## src/rtl/lsu_arbiter.sv

```systemverilog
// rtl/lsu_arbiter.sv - two-port (data/fetch) load/store arbiter onto an 8-bit memory bus
// Define LSU_ARB_FAIR_EN for round-robin arbitration; otherwise data always beats fetch.
module lsu_arbiter (
  input  logic        clk,
  input  logic        a_rst,
  input  logic        d_rq_start,
  input  logic        d_rq_cmd,
  input  logic        d_rq_width,
  input  logic        d_rq_tag,
  input  logic [15:0] d_rq_addr,
  input  logic [15:0] d_rq_wdata,
  input  logic        f_rq_start,
  input  logic [15:0] f_rq_addr,
  output logic        d_wait,
  output logic        f_wait,
  output logic        rsp_valid,
  output logic [15:0] rsp_data,
  output logic        rsp_tag,
  output logic        rsp_src,
  output logic [15:0] mem_addr,
  output logic [7:0]  mem_wdata,
  output logic        mem_rd,
  output logic        mem_wr,
  input  logic [7:0]  mem_rdata,
  input  logic        mem_ready
);

  typedef enum logic [1:0] {
    ST_IDLE,
    ST_LO,
    ST_HI
  } state_t;

  state_t      state;
  state_t      state_nxt;

  logic [15:0] lat_addr;
  logic [15:0] lat_wdata;
  logic        lat_cmd;
  logic        lat_width;
  logic        lat_tag;
  logic        lat_src;
  logic [7:0]  lat_lo;

  logic        idle;
  logic        grant_d;
  logic        grant_f;
  logic        complete;

  assign idle = (state == ST_IDLE);

`ifdef LSU_ARB_FAIR_EN
  // ptr_d=1 means data owns the tie-break; it hands over to the other port after every grant
  logic ptr_d;

  always_ff @(posedge clk or negedge a_rst) begin
    if (!a_rst) begin
      ptr_d <= 1'b1;
    end else if (grant_d || grant_f) begin
      ptr_d <= grant_f;
    end
  end

  assign grant_d = idle && d_rq_start && (!f_rq_start || ptr_d);
  assign grant_f = idle && f_rq_start && !grant_d;
`else
  assign grant_d = idle && d_rq_start;
  assign grant_f = idle && f_rq_start && !d_rq_start;
`endif

  always_ff @(posedge clk or negedge a_rst) begin
    if (!a_rst) begin
      state <= ST_IDLE;
    end else begin
      state <= state_nxt;
    end
  end

  always_comb begin
    state_nxt = state;
    mem_addr  = 16'h0000;
    mem_wdata = 8'h00;
    mem_rd    = 1'b0;
    mem_wr    = 1'b0;
    complete  = 1'b0;
    case (state)
      ST_IDLE: begin
        if (grant_d || grant_f) begin
          state_nxt = ST_LO;
        end
      end
      ST_LO: begin
        mem_addr  = lat_addr;
        mem_wdata = lat_wdata[7:0];
        mem_rd    = !lat_cmd;
        mem_wr    = lat_cmd;
        if (mem_ready) begin
          if (lat_width) begin
            state_nxt = ST_HI;
          end else begin
            state_nxt = ST_IDLE;
            complete  = 1'b1;
          end
        end
      end
      ST_HI: begin
        mem_addr  = lat_addr + 16'd1;
        mem_wdata = lat_wdata[15:8];
        mem_rd    = !lat_cmd;
        mem_wr    = lat_cmd;
        if (mem_ready) begin
          state_nxt = ST_IDLE;
          complete  = 1'b1;
        end
      end
      default: begin
        state_nxt = ST_IDLE;
      end
    endcase
  end

  // Request latches carry no reset; everything they feed is qualified by state
  always_ff @(posedge clk) begin
    if (grant_d) begin
      lat_addr  <= d_rq_addr;
      lat_wdata <= d_rq_wdata;
      lat_cmd   <= d_rq_cmd;
      lat_width <= d_rq_width;
      lat_tag   <= d_rq_tag;
      lat_src   <= 1'b1;
    end else if (grant_f) begin
      lat_addr  <= f_rq_addr;
      lat_wdata <= 16'h0000;
      lat_cmd   <= 1'b0;
      lat_width <= 1'b1;
      lat_tag   <= 1'b0;
      lat_src   <= 1'b0;
    end
    if (state == ST_LO && mem_ready) begin
      lat_lo <= mem_rdata;
    end
  end

  assign d_wait = d_rq_start && !(complete && lat_src);
  assign f_wait = f_rq_start && !(complete && !lat_src);

  always_ff @(posedge clk or negedge a_rst) begin
    if (!a_rst) begin
      rsp_valid <= 1'b0;
      rsp_data  <= 16'h0000;
      rsp_tag   <= 1'b0;
      rsp_src   <= 1'b0;
    end else begin
      rsp_valid <= complete && !lat_cmd;
      if (complete && !lat_cmd) begin
        rsp_data <= lat_width ? {mem_rdata, lat_lo} : {8'h00, mem_rdata};
        rsp_tag  <= lat_tag;
        rsp_src  <= lat_src;
      end
    end
  end

endmodule

```

## config.mk

```make
export PLATFORM = sky130hd
export DESIGN_NAME = lsu_arbiter
export DESIGN_NICKNAME = d
export VERILOG_FILES = /design/src/rtl/lsu_arbiter.sv
export SDC_FILE = /design/constraint.sdc
export NUM_CORES = 1
export LEC_CHECK = 0
export BUFFER_PORTS_ARGS = -buffer_cell sky130_fd_sc_hd__buf_2
export CORE_AREA = 2 2 85 87
export DETAILED_ROUTE_END_ITERATION = 10
export DIE_AREA = 0 0 87 89
export PLACE_DENSITY = 0.79
export SYNTH_ARGS = -nofsm -noshare
export SYNTH_HDL_FRONTEND = slang
export SYNTH_SLANG_ARGS = --single-unit
```

## constraint.sdc

```tcl
create_clock -name clk -period 2.8 [get_ports clk]
set_input_delay 0.28 -clock clk [delete_from_list [all_inputs] [get_ports clk]]
set_output_delay 0.28 -clock clk [all_outputs]
set_load 0.01 [all_outputs]
```

==> results.cfg <==
[synth]
synth_largest_type_area_fraction = 0.3922
postSynthAreaPerCell_sq_um = 11.31
ys_dominant_reg_cell = edfxtp_1
synth.top_cells.by_area = edfxtp_1, dfrtp_1, mux2_2
ys_seq_area_frac = 0.5580
cell_area_synth_sq_um = 3292
yosysWarningCount = 0
synthArstFlopShare = 0.3231
ys_types = 47
synth_top_area_cell = edfxtp_1
synth_edf_count = 43
mappedNetlistNets = 359
synth_seq_cells = 65
synthCells = 291

[power]
powerDensity_nw_per_um2 = 1016
cell_internal_pwr_w = 0.002693
p_comb_frac = 0.391
sequential_power_share = 0.398
switching_share = 0.3626
clock_group_share_of_total_power = 0.211
overall_power_w = 0.004224
leakagePower_nw = 1.937
worst_ir_drop_vdd_uv = 526.1
p_switching_w = 0.001531

[setup_path]
critical_path_peak_fanout = 15
ff2ff_setup_slack_ns = 0.69
r2r_end = lat_addr[7]
timing.critical_path.from = state[0]
critPathMaxStageDelay_ns = 0.49
worstSetupStartpointType = flop
timing.critical_path.to_type = output port
crit-reg2reg-launch = state[1]
worst-r2r-cell-count = 5
crit_arrival_ns = 2.20
crit_top_cell = a31oi_1
critical_path.cell_chain = inv_1 > ha_1 > and2_1 > a31oi_1 > a31oi_1 > buf_2
endpoint_required_time_on_the_critical_path_ns = 2.52
worst_path_max_delay_cell = ha_1
setup.worst_path.class = flop to output port

[sta]
slew_viol_final = 0
worst_pin_slew_ns = 0.8031
final_setup_skew_ns = 0.008218
setup_viol = 0
maxSlewHeadroom = 0.4633
hold_viol = 0
max_freq_ghz = 0.4038
setup-tns-final_ns = 0
period_needed_ns = 2.476
period_share = 0.8844
unrepaired_setup_endpoints_after_global_routing = no

[job]
max-cap-violations = 0

[hold_path]
hold_path_class = input port to flop
hold-path-endpoint = lat_lo[5]
worst_hold_path.num_cells = 1
hold_path.startpoint = mem_rdata[5]

[detailed_routing]
detail_route.vias_per_cell = 5.460
ant_nets = 0
num_vias = 2659
drcViolationCount = 0
first_pass_iters = 4
drt-total-wl_um = 7666
detail_route.iter0.violations = 113
routed_wire_length_per_instance_um = 15.74

[clocking]
cts_root_buf = clkbuf_8
number_of_setup_buffers_added_after_cts = 0
ctsLongestPathBuffers = 2
cts.sinks = 65
tritoncts.num_buffers = 9
cts_tree = done
clock_network_latency_to_the_later_pin_of_the_worst_skew_pair_ns = 0.34
cts_htree_levels = 3
clk_pin_slew_worst_paths_ns = 0.07

[grt]
grt_max_degree = 28
vias_in_the_first_global_route = 2560
grtUsageMet2 = 0.3498
global_routing_s_busiest_layer = met2
met1_routing_resource_usage_after_global_routing = 0.2625
global_route.overflow_total = 0
gr-usage-met3 = 0.05448
groute.usage.overall = 0.2092
grt_antenna_before_repair = 0
grt_pass1_wl_um = 12400

[floorplan]
die-area_sq_um = 7743
coreArea_sq_um = 6719
num_rows = 30
io_pins = 111
die_w_um = 87
start_util = 0.4899
dieHeight_um = 89

[placed_design]
routabilityCongestion = 0.9326
io_buffers = 110
dp.final_hpwl_um = 5411

[status]
status = complete, no violations

[layout]
area_growth_synth_to_finish_pct = 26.34
num_antenna_cells = 0
final_net_count = 470
fraction_of_final_layout_cells_sized_beyond_drive_strength_1 = 0.3980
[state kept, by name, summed over array words and instances, names as in the netlist]
signal     flops
rsp_valid      1
rsp_src        1
rsp_data      16
lat_wdata     16
lat_lo         8
state          2
lat_tag        1
rsp_tag        1
lat_width      1
lat_src        1
lat_addr      16
lat_cmd        1
[worst max-delay path: cells and delay by family, from the launching register on]
family          cells  cell delay (ns)
compound gates      2             0.33
fa+ha+maj           1             0.49
buf+inv             2             0.27
flops               1             0.39
simple gates        1             0.38
[cells in the final DEF, fill, tap and decap left out, types with 4 or more instances in the layout]
| master | count |
|---|---|
| a22oi_1 | 10 |
| a31oi_1 | 8 |
| and2_1 | 6 |
| and3_1 | 20 |
| buf_2 | 110 |
| buf_4 | 5 |
| clkbuf_8 | 10 |
| dfrtp_1 | 21 |
| edfxtp_1 | 43 |
| inv_1 | 6 |
| mux2_2 | 18 |
| mux2i_1 | 10 |
| nand2_1 | 37 |
| nand3_1 | 6 |
| nand4_1 | 4 |
| nor2_1 | 6 |
| nor2b_1 | 12 |
| o21ai_0 | 21 |
| o21ai_1 | 6 |
[final cells by class]
type | instances | area (sq um)
fill | 582 | 2560
tap | 80 | 100.1
multi-input combinational | 203 | 1355
inverter | 6 | 22.52
clock buffer | 10 | 137.6
clock inverter | 6 | 88.84
sequential | 65 | 1837
timing repair buffer | 117 | 618.1
[repair_timing]
action / in CTS / in global routing
resized for setup: 0 / 1
setup endpoints to repair: 0 / 1
endpoints found under the hold margin: 21 / 0
hold buffers: 1 / 0
[how the worst max path moves through the flow]
| stage | to | slack, ns | cells past startpoint |
|---|---|---|---|
| 6_report | mem_addr[10] | 0.32 | 6 |
| 5_1_grt | mem_addr[8] | 0.09 | 7 |
| 4_1_cts | mem_addr[10] | 0.21 | 6 |
| 3_5_place_dp | rsp_data[4] | 0.56 | 6 |
| 3_3_place_gp | mem_addr[11] | 0.65 | 6 |
| 2_1_floorplan | lat_addr[0] | 0.73 | 5 |
[power groups by stage]
stage / registers [W] / clock network (W) / logic [W]
floorplan: 0.00171 / 0 / 0.00101
global placement: 0.00168 / 0 / 0.00161
detailed placement: 0.00170 / 0 / 0.00166
CTS: 0.00168 / 0.000914 / 0.00167
global route: 0.00173 / 0.000963 / 0.00184
finish: 0.00168 / 0.000892 / 0.00165
[stage by stage]
step | hold WS [ns] | cell area [sq um] | util | setup WS [ns] | cells
2_1_floorplan | -0.01559 | 3292 | - | 0.7280 | 291
3_5_place_dp | 0.2633 | 3920 | 0.5834 | 0.5611 | 470
5_1_grt | 0.1279 | 4159 | 0.6190 | 0.08813 | 487
6_report | 0.1380 | 4159 | 0.6190 | 0.3237 | 487
4_1_cts | 0.1226 | 4156 | 0.6186 | 0.2136 | 487
3_3_place_gp | 0.2536 | 3920 | 0.5834 | 0.6495 | 470
[cells in the mapped netlist (6+ instances only)]
cell type,instances
buf_2,6
and3_1,20
o21ai_0,21
a31oi_1,8
and2_1,6
edfxtp_1,43
clkbuf_1,7
nor2_1,6
inv_1,6
dfrtp_1,21
nand2_1,37
a22oi_1,10
nand3_1,6
nor2b_1,12
o21ai_1,6
mux2_2,18
mux2i_1,10
[cell families (layout without fill, tap and decap cells)]
logic type / count (synthesis) / count (layout) / synth area share
muxes: 28 / 28 / 0.09198
AOI/OAI and AO/OA: 64 / 64 / 0.1247
buffers and inverters: 23 / 139 / 0.03116
adders and majority gates: 4 / 4 / 0.01520
xor gates and xnor gates: 1 / 1 / 0.002661
and+or+nand+nor: 106 / 106 / 0.1764
DFF: 65 / 65 / 0.5580
[metal layers]
| metal | part of all wire | up-vias |
|---|---|---|
| li1 | - | 1302 |
| met1 | 0.40 | 1254 |
| met2 | 0.52 | 98 |
| met3 | 0.068 | 5 |
| met4 | 0.0098 | 0 |
| met5 | 0 | - |
No activity file was read; power rests on OpenSTA's default activity.
